`config.mk`:
```
export PLATFORM = sky130hd
export DESIGN_NAME = imm_gen_pipe_flat
export DESIGN_NICKNAME = d
export VERILOG_FILES = /design/src/rtl/imm_gen_pipe_pkg.sv /design/src/rtl/imm_gen_pipe_if.sv /design/src/rtl/imm_gen_pipe_core.sv /design/src/rtl/imm_gen_pipe.sv /design/src/flat_wrapper.sv
export SDC_FILE = /design/constraint.sdc
export NUM_CORES = 1
export LEC_CHECK = 0
export BUFFER_PORTS_ARGS = -buffer_cell sky130_fd_sc_hd__buf_2
export CORE_ASPECT_RATIO = 0.9
export CORE_MARGIN = 10
export CORE_UTILIZATION = 28
export CTS_BUF_LIST = sky130_fd_sc_hd__clkbuf_2 sky130_fd_sc_hd__clkbuf_4 sky130_fd_sc_hd__clkbuf_8
export CTS_CLUSTER_SIZE = 40
export DETAILED_ROUTE_END_ITERATION = 16
export HOLD_SLACK_MARGIN = 0.12
export SETUP_SLACK_MARGIN = 0.05
export SLEW_MARGIN = 20
export SYNTH_ARGS = -nofsm -noshare
export SYNTH_HDL_FRONTEND = slang
export SYNTH_SLANG_ARGS = --single-unit
```
`constraint.sdc`:
```
create_clock -name clk -period 1.3 [get_ports clk]
set_input_delay 0 -clock clk [delete_from_list [all_inputs] [get_ports clk]]
set_output_delay 0 -clock clk [all_outputs]
set_load 0.05 [all_outputs]
```
`src/rtl/imm_gen_pipe_pkg.sv`:
```
// imm_gen_pipe_pkg: immediate-format op encodings shared by the generator and its pipeline
`ifndef IMM_GEN_OP_WIDTH
`define IMM_GEN_OP_WIDTH 3
`endif
package imm_gen_pipe_pkg;
  localparam int OP_W = `IMM_GEN_OP_WIDTH;
  typedef logic [OP_W-1:0] op_t;
  localparam op_t IMM_GEN_NONE = op_t'(0);
  localparam op_t IMM_GEN_I    = op_t'(1);
  localparam op_t IMM_GEN_B    = op_t'(2);
  localparam op_t IMM_GEN_J    = op_t'(3);
  localparam op_t IMM_GEN_U    = op_t'(4);
  localparam op_t IMM_GEN_S    = op_t'(5);
  localparam op_t IMM_GEN_Z    = op_t'(6);
  localparam op_t IMM_GEN_SH   = op_t'(7);
endpackage

```
`src/rtl/imm_gen_pipe_if.sv`:
```
// imm_gen_pipe_if: input/output valid-ready streams of the immediate generator pipeline
interface imm_gen_pipe_if #(
  parameter int XLEN = 32,
  parameter int TAG_W = 32
);
  import imm_gen_pipe_pkg::*;
  logic in_valid;
  logic in_ready;
  op_t in_op;
  logic [31:0] in_ir;
  logic [TAG_W-1:0] in_tag;
  logic out_valid;
  logic out_ready;
  logic [XLEN-1:0] out_imm;
  logic out_err;
  logic [TAG_W-1:0] out_tag;
  modport slave (
    input in_valid, in_op, in_ir, in_tag, out_ready,
    output in_ready, out_valid, out_imm, out_err, out_tag
  );
  modport master (
    output in_valid, in_op, in_ir, in_tag, out_ready,
    input in_ready, out_valid, out_imm, out_err, out_tag
  );
endinterface

```
`src/rtl/imm_gen_pipe_core.sv`:
```
// imm_gen_core: combinational (op, ir) to extended immediate decoder
module imm_gen_core import imm_gen_pipe_pkg::*; #(
  parameter int XLEN = 32
) (
  input  op_t op_i,
  input  logic [31:0] ir_i,
  output logic [XLEN-1:0] imm_o,
  output logic err_o
);
  always_comb begin
    imm_o = '0;
    err_o = 1'b0;
    case (op_i)
      IMM_GEN_NONE: imm_o = '0;
      IMM_GEN_I:    imm_o = XLEN'($signed(ir_i[31:20]));
      IMM_GEN_B:    imm_o = XLEN'($signed({ir_i[31], ir_i[7], ir_i[30:25], ir_i[11:8], 1'b0}));
      IMM_GEN_J:    imm_o = XLEN'($signed({ir_i[31], ir_i[19:12], ir_i[20], ir_i[30:21], 1'b0}));
      IMM_GEN_U:    imm_o = XLEN'($signed({ir_i[31:12], 12'b0}));
      IMM_GEN_S:    imm_o = XLEN'($signed({ir_i[31:25], ir_i[11:7]}));
      IMM_GEN_Z:    imm_o = XLEN'(ir_i[19:15]);
      IMM_GEN_SH:   imm_o = XLEN == 64 ? XLEN'(ir_i[25:20]) : XLEN'(ir_i[24:20]);
      default:      err_o = 1'b1;
    endcase
  end
endmodule

```
`src/rtl/imm_gen_pipe.sv`:
```
// imm_gen_pipe: registered immediate generator with a one-entry skid buffer and flush
module imm_gen_pipe import imm_gen_pipe_pkg::*; #(
  parameter int XLEN = 32,
  parameter int TAG_W = 32
) (
  input logic clk,
  input logic rst_n,
  input logic flush_i,
  imm_gen_pipe_if.slave bus
);
  typedef struct packed {
    logic [XLEN-1:0] imm;
    logic err;
    logic [TAG_W-1:0] tag;
  } entry_t;
  entry_t in_e, out_d, out_q, skid_q;
  logic [XLEN-1:0] imm_c;
  logic err_c;
  logic out_valid_q, out_valid_d, skid_valid_q, skid_valid_d;
  logic in_xfer, out_ld, out_load, skid_load;
  imm_gen_core #(.XLEN(XLEN)) u_core (
    .op_i(bus.in_op),
    .ir_i(bus.in_ir),
    .imm_o(imm_c),
    .err_o(err_c)
  );
  assign bus.in_ready = !skid_valid_q;
  assign bus.out_valid = out_valid_q;
  assign bus.out_imm = out_q.imm;
  assign bus.out_err = out_q.err;
  assign bus.out_tag = out_q.tag;
  // skid drains first so ordering stays FIFO; flush only kills the valid bits
  always_comb begin
    in_e = {imm_c, err_c, bus.in_tag};
    in_xfer = bus.in_valid && !skid_valid_q;
    out_ld = !out_valid_q || bus.out_ready;
    out_d = skid_valid_q ? skid_q : in_e;
    out_load = out_ld && (skid_valid_q || in_xfer);
    skid_load = in_xfer && !out_ld;
    out_valid_d = flush_i ? 1'b0 : out_ld ? (skid_valid_q || in_xfer) : out_valid_q;
    skid_valid_d = flush_i ? 1'b0 : out_ld ? (skid_valid_q && in_xfer) : (skid_valid_q || in_xfer);
  end
  always_ff @(posedge clk) begin
    if (!rst_n) begin
      out_valid_q <= 1'b0;
      skid_valid_q <= 1'b0;
      out_q <= '0;
      skid_q <= '0;
    end else begin
      out_valid_q <= out_valid_d;
      skid_valid_q <= skid_valid_d;
      if (out_load) out_q <= out_d;
      if (skid_load) skid_q <= in_e;
    end
  end
endmodule
```
`src/flat_wrapper.sv`:
```
// flat-port wrapper written by rule: the top's interface ports become plain ports
module imm_gen_pipe_flat import imm_gen_pipe_pkg::*;
#(
  parameter int XLEN = 32,
  parameter int TAG_W = 32
)
  (clk, rst_n, flush_i, bus_in_valid, bus_in_op, bus_in_ir, bus_in_tag, bus_out_ready, bus_in_ready, bus_out_valid, bus_out_imm, bus_out_err, bus_out_tag);
  imm_gen_pipe_if #(.XLEN(XLEN), .TAG_W(TAG_W)) bus_i ();
  input logic clk;
  input logic rst_n;
  input logic flush_i;
  input wire logic [$bits(bus_i.in_valid)-1:0] bus_in_valid;
  input wire logic [$bits(bus_i.in_op)-1:0] bus_in_op;
  input wire logic [$bits(bus_i.in_ir)-1:0] bus_in_ir;
  input wire logic [$bits(bus_i.in_tag)-1:0] bus_in_tag;
  input wire logic [$bits(bus_i.out_ready)-1:0] bus_out_ready;
  output wire logic [$bits(bus_i.in_ready)-1:0] bus_in_ready;
  output wire logic [$bits(bus_i.out_valid)-1:0] bus_out_valid;
  output wire logic [$bits(bus_i.out_imm)-1:0] bus_out_imm;
  output wire logic [$bits(bus_i.out_err)-1:0] bus_out_err;
  output wire logic [$bits(bus_i.out_tag)-1:0] bus_out_tag;
  assign bus_i.in_valid = bus_in_valid;
  assign bus_i.in_op = bus_in_op;
  assign bus_i.in_ir = bus_in_ir;
  assign bus_i.in_tag = bus_in_tag;
  assign bus_i.out_ready = bus_out_ready;
  assign bus_in_ready = bus_i.in_ready;
  assign bus_out_valid = bus_i.out_valid;
  assign bus_out_imm = bus_i.out_imm;
  assign bus_out_err = bus_i.out_err;
  assign bus_out_tag = bus_i.out_tag;
  imm_gen_pipe #(.XLEN(XLEN), .TAG_W(TAG_W)) u_core (.clk(clk), .rst_n(rst_n), .flush_i(flush_i), .bus(bus_i));
endmodule
```
; Word-level counts from Yosys, hierarchy flattened
; Index checks and enable logic that the tools add are counted.
; W data, S select, Z words.
[op_classes]
reduce_logical = 11
eq_ne = 7
n_mux = 3
n_shift = 0
add_sub_neg = 0
magnitude_cmp = 0
div_mod_pow = 0
bitwise_logic = 1
n_mul = 0
[ops]
columns = op, n
row1 = $pmux W32 S8, 1
row2 = $mux W65, 1
row3 = $eq A3 B3 Y1 const B, 4
row4 = $eq A3 B2 Y1 const B, 2
row5 = $logic_and A1 B1 Y1, 4
row6 = $eq A3 B1 Y1 const B, 1
row7 = $logic_not A1 Y1, 3
row8 = $logic_not A3 Y1, 1
row9 = $logic_or A1 B1 Y1, 2
row10 = $reduce_or A2 Y1, 1
row11 = $mux W1, 1
row12 = $not A1 Y1, 1
[word_totals]
reg_bits = 131
rom_bits = 0
memories = 0
latch_bits = 0
ram_bits = 0
wordCells = 29

; Logic depth before layout (Yosys ltp)
[logic_depth]
ltp_word = 4
ltp_mapped = 7
mapped_depth_nobuf = 4

; Cells and area by module
; A second synthesis with hierarchy kept.
[unflattened]
hier_cells = 691
hier_area_um2 = 6266.0
[modules_own_cells]
columns = mod, cells_each, n_inst, seq_area_each_um2, area_per_inst_um2
row1 = imm_gen_pipe, 590, 1, 2642.5, 5634.2
row2 = imm_gen_core, 101, 1, 0.0, 631.9

; Worst setup path after synthesis
; No wires, ideal clock.
[synth_path]
path_type = register to register
from = register u_core.out_valid_q, in the netlist u_core.bus.out_valid
to = register u_core.skid_q[54] (netlist bit)
setup_ns = 0.116
synth_period_minus_slack_ns = 1.711
arrival_ns = 1.595
slack_ns = -0.411
path_stages_with_launch = 7
path_cell_list = dfxtp_1 nand2b_1 or2_1 buf_6 buf_6 nor3_2 nor2_1
[synth_via]
elab_chain_cells = 4
[synth_lines]
columns = element, line_no
row1 = "start, declared", imm_gen_pipe.sv:19  ; logic out_valid_q, out_valid_d, skid_valid_q, skid_valid_d;
row2 = "start signal, assigned", imm_gen_pipe.sv:50  ; out_valid_q <= out_valid_d;
row3 = $logic_not A1 Y1, imm_gen_pipe.sv:36  ; out_ld = !out_valid_q || bus.out_ready;
row4 = $logic_or A1 B1 Y1, imm_gen_pipe.sv:36
row5 = $logic_not A1 Y1, imm_gen_pipe.sv:39  ; skid_load = in_xfer && !out_ld;
row6 = $logic_and A1 B1 Y1, imm_gen_pipe.sv:39
row7 = "end signal, assigned", imm_gen_pipe.sv:53  ; if (skid_load) skid_q <= in_e;
row8 = "end, declared", imm_gen_pipe.sv:16  ; entry_t in_e, out_d, out_q, skid_q;
; Every way passes these cells.
; A chain may end at the register's enable or synchronous reset.

; Final worst setup path
[layout_path]
from = register u_core.skid_valid_q
to = register u_core.skid_q[41] (netlist bit)
[layout_via]
elab_chain_cells = 3
[layout_lines]
columns = element, line_no
row1 = "start, declared", imm_gen_pipe.sv:19
row2 = "start signal, assigned", imm_gen_pipe.sv:51  ; skid_valid_q <= skid_valid_d;
row3 = $logic_not A1 Y1, imm_gen_pipe.sv:35  ; in_xfer = bus.in_valid && !skid_valid_q;
row4 = $logic_and A1 B1 Y1, imm_gen_pipe.sv:35
row5 = $logic_and A1 B1 Y1, imm_gen_pipe.sv:39
; Every way passes these cells.

==> results.toml <==
[global_routing]
track_usage_pct = 13.0
grt_max_degree = 61
grt_pass1_vias = 5855
globalRouteOverflowTotal = 0
antenna_found_initial = 0
grt_pass1_wl_mm = 30.4

[critical_path]
crit_required_ns = 1.63
path_cells = "and4bb_4 > buf_12 > nor2b_1 > a31oi_1 > nor2b_1"
reg2reg_from = "u_core.skid_valid_q$_SDFF_PP0_"
reg2reg_slack_ns = -0.05
start_kind = "flip-flop"
critPathMaxFanout = 15
r2r_end = "u_core.skid_q[41]$_SDFFE_PN0P_"
cp_top_family = "simple AND/OR/NAND/NOR gates"
arrival_ns = 1.68
cp_common_cell = "nor2b_1"
r2r_cells = 5
crit_path_end_kind = "flip-flop"
cp_slowest_cell = "and4bb_4"
criticalPathCategory = "flip-flop to flip-flop"
critical_path_buf_inv_count = 1
max_stage_delay_ns = 0.42

[yosys]
yosysSeqAreaShare_pct = 41.4
syn-cell-area_um2 = 6290
synth_top_family_by_area = "compound AO/OA/AOI/OAI gates"
yosysWarnings = 0
synth_xor_area_share_pct = 0
synth-edff-count = 0
async_flop_share_pct = 0
synth_cells = 697
syn_avg_cell_area_um2 = 9.03
synth_mux_area_share_pct = 6.05
synth.ff_latch_count = 130
ys_types = 50
synth_ff_type = "dfxtp_1"
yosys.area_share.adder_pct = 0
synth-simple-area-share_pct = 21.7
syn-num-nets = 769
synth-compound-area-share_pct = 23.7

[pwr]
ir_worst_vdd_mv = 0.631
p_per_area_nw_per_um2 = 1060
p_leak_nw = 4.03
total_power_mw = 10.0

[die]
core_region_area_um2 = 21900
rows = 51
die_w_um = 178
die_y_um = 162
dieArea_um2 = 28900
boundaryPins = 139
start_util_pct = 28.7

[routing]
first_iter_violations = 432
wl_mm = 21.9
drtAntennaViolNets = 0
vias = 6065
drc = 0
dr.pass1.iters = 4
drt-wirelength-per-cell_um = 17.9
via_per_inst = 4.96

[timing]
fin_crit_sh_pct = 104
hold_violations = 0
finalClockSkew_ns = 0.00875
worst_pin_slew_ns = 0.546
max_freq_mhz = 740
setup_slack_ns = -0.0510
slew_headroom_pct = 63.2
setup_viol = 42
rsz0062_at_grt = "true"
drv_slew = 0
fin_tns_setup_ns = -0.629
min_period_ns = 1.35

[hold_path]
min_path_type = "primary input to flip-flop"
hold_end = "u_core.bus.out_imm[4]$_SDFFE_PN0P_"
whs_path_depth = 5
hold_start = "bus_in_ir[11]"

[final_layout]
antenna_cells = 0
nNetsFinal = 992
layout-drive-gt1-share_pct = 37.5
most-common-layout-cells = "buf_2 (128), dfxtp_1 (128), nand2_1 (109), dlygate4sd3_1 (63), buf_4 (39)"
syn_to_final_growth_pct = 50.5

[place]
place_congestion = 0.774
place.port_buffers = 130
dp_hpwl_mm = 12.4

[clock_network]
cts_tree = "done"
root_buffer = "clkbuf_8"
clock_latency_ns = 0.44
cts_sinks = 130
htreeDepth = 4
clk_pin_slew_ns = 0.08
cts_inserted_buffers = 17
clock_path_buffers = 2

[outcome]
violations = "negative setup slack"
status = "finished, violations left"

[run]
cap_viol_max_count = 0
[worst max path at each step]
| stage | startpoint | slack (ns) | cells after the start | end |
|---|---|---|---|---|
| after floorplan | u_core.skid_valid_q$_SDFF_PP0_ | -0.001 | 7 | u_core.skid_q[0]$_SDFFE_PN0P_ |
| after global placement | u_core.skid_valid_q$_SDFF_PP0_ | -0.04 | 4 | u_core.skid_q[46]$_SDFFE_PN0P_ |
| after detailed placement | u_core.skid_valid_q$_SDFF_PP0_ | -0.06 | 4 | u_core.bus.out_imm[21]$_SDFFE_PN0P_ |
| after CTS | u_core.skid_valid_q$_SDFF_PP0_ | -0.04 | 5 | u_core.bus.out_tag[10]$_SDFFE_PN0P_ |
| after global routing | u_core.skid_valid_q$_SDFF_PP0_ | -0.12 | 5 | u_core.skid_q[40]$_SDFFE_PN0P_ |
| final | u_core.skid_valid_q$_SDFF_PP0_ | -0.05 | 5 | u_core.skid_q[41]$_SDFFE_PN0P_ |
[worst min-delay path, stage by stage]
cell     delay [ns]
buf_2          0.10
mux2i_1        0.08
o21ai_1        0.12
nor2_1         0.06
o31ai_1        0.19
[cell usage after synthesis, types with 7 or more instances]
library cell,number,area [um2]
clkbuf_1,17,63.8
nor3_2,12,120
o21a_1,9,67.6
nand2_1,124,465
o21ai_1,7,35.0
a21boi_0,36,270
o211a_1,32,320
nor2b_1,12,75.1
a21boi_1,12,90.1
a31oi_1,10,62.6
nor4_2,7,87.6
mux2i_1,38,380
nand3_1,16,80.1
dfxtp_1,130,2600
nand3b_1,12,90.1
buf_2,28,140
buf_6,11,124
nor2_1,23,86.3
o21ai_0,54,270
and4b_1,8,80.1
buf_4,13,97.6
a21oi_1,21,105
o221ai_1,12,105
[report_power, final]
group	internal, mW	leakage [nW]	total [mW]	switching, mW
combinational	0.885	2.77	2.19	1.30
clock	1.75	0.195	3.58	1.83
sequential	4.15	1.06	4.25	0.101
total	6.79	4.03	10.0	3.23
[logic make-up (layout without fill, tap and decap cells)]
group / count (synthesis) / count (layout)
multiplexers: 38 / 38
buffers and inverters: 72 / 307
other: 1 / 1
AO/OA/AOI/OAI: 211 / 211
flip-flops: 130 / 130
AND/OR/NAND/NOR: 245 / 246
[timing repair]
action,4_1_cts,5_1_grt
hold buffers,63,1
setup buffers,7,10
pin swaps,6,32
resized for setup,35,120
cloned,2,18
setup endpoints to repair,85,131
endpoints found under the hold margin,109,2
[metal layers]
layer	part of all wire (%)	wire length, um	vias to the layer above	GRT usage (%)
met3	6.2	1360	18	4.24
li1	-	-	2955	-
met5	0	0	-	0
met4	1.4	297	0	4.43
met1	44	9600	2930	16.1
met2	49	10600	162	20.9
[registers in the layout (all words and copies together) (netlist names)]
signal,cells
u_core.skid_q,64
u_core.bus.out_imm,32
u_core.bus.out_tag,32
u_core.bus.out_valid,1
u_core.skid_valid_q,1
[cell type report]
type / count / area [um2]
timing repair buffer: 274 / 2450
multi-input combinational: 496 / 3620
clock inverter: 15 / 170
sequential: 130 / 2610
inverter: 1 / 11.3
tap: 291 / 364
clock buffer: 17 / 234
fill: 2064 / 12400
[through the flow]
stage | instances | setup WS [ns] | hold slack, ns | area, um2 | utilization (%)
after floorplan | 697 | -0.00148 | 0.145 | 6350 | -
after CTS | 1198 | -0.0392 | 0.121 | 8610 | 39.3
after global placement | 1094 | -0.0352 | 0.262 | 7400 | 33.8
final | 1224 | -0.0510 | 0.131 | 9470 | 43.2
after global routing | 1224 | -0.124 | 0.145 | 9470 | 43.2
after detailed placement | 1094 | -0.0624 | 0.269 | 7400 | 33.8
No activity file was read; power rests on OpenSTA's default activity.
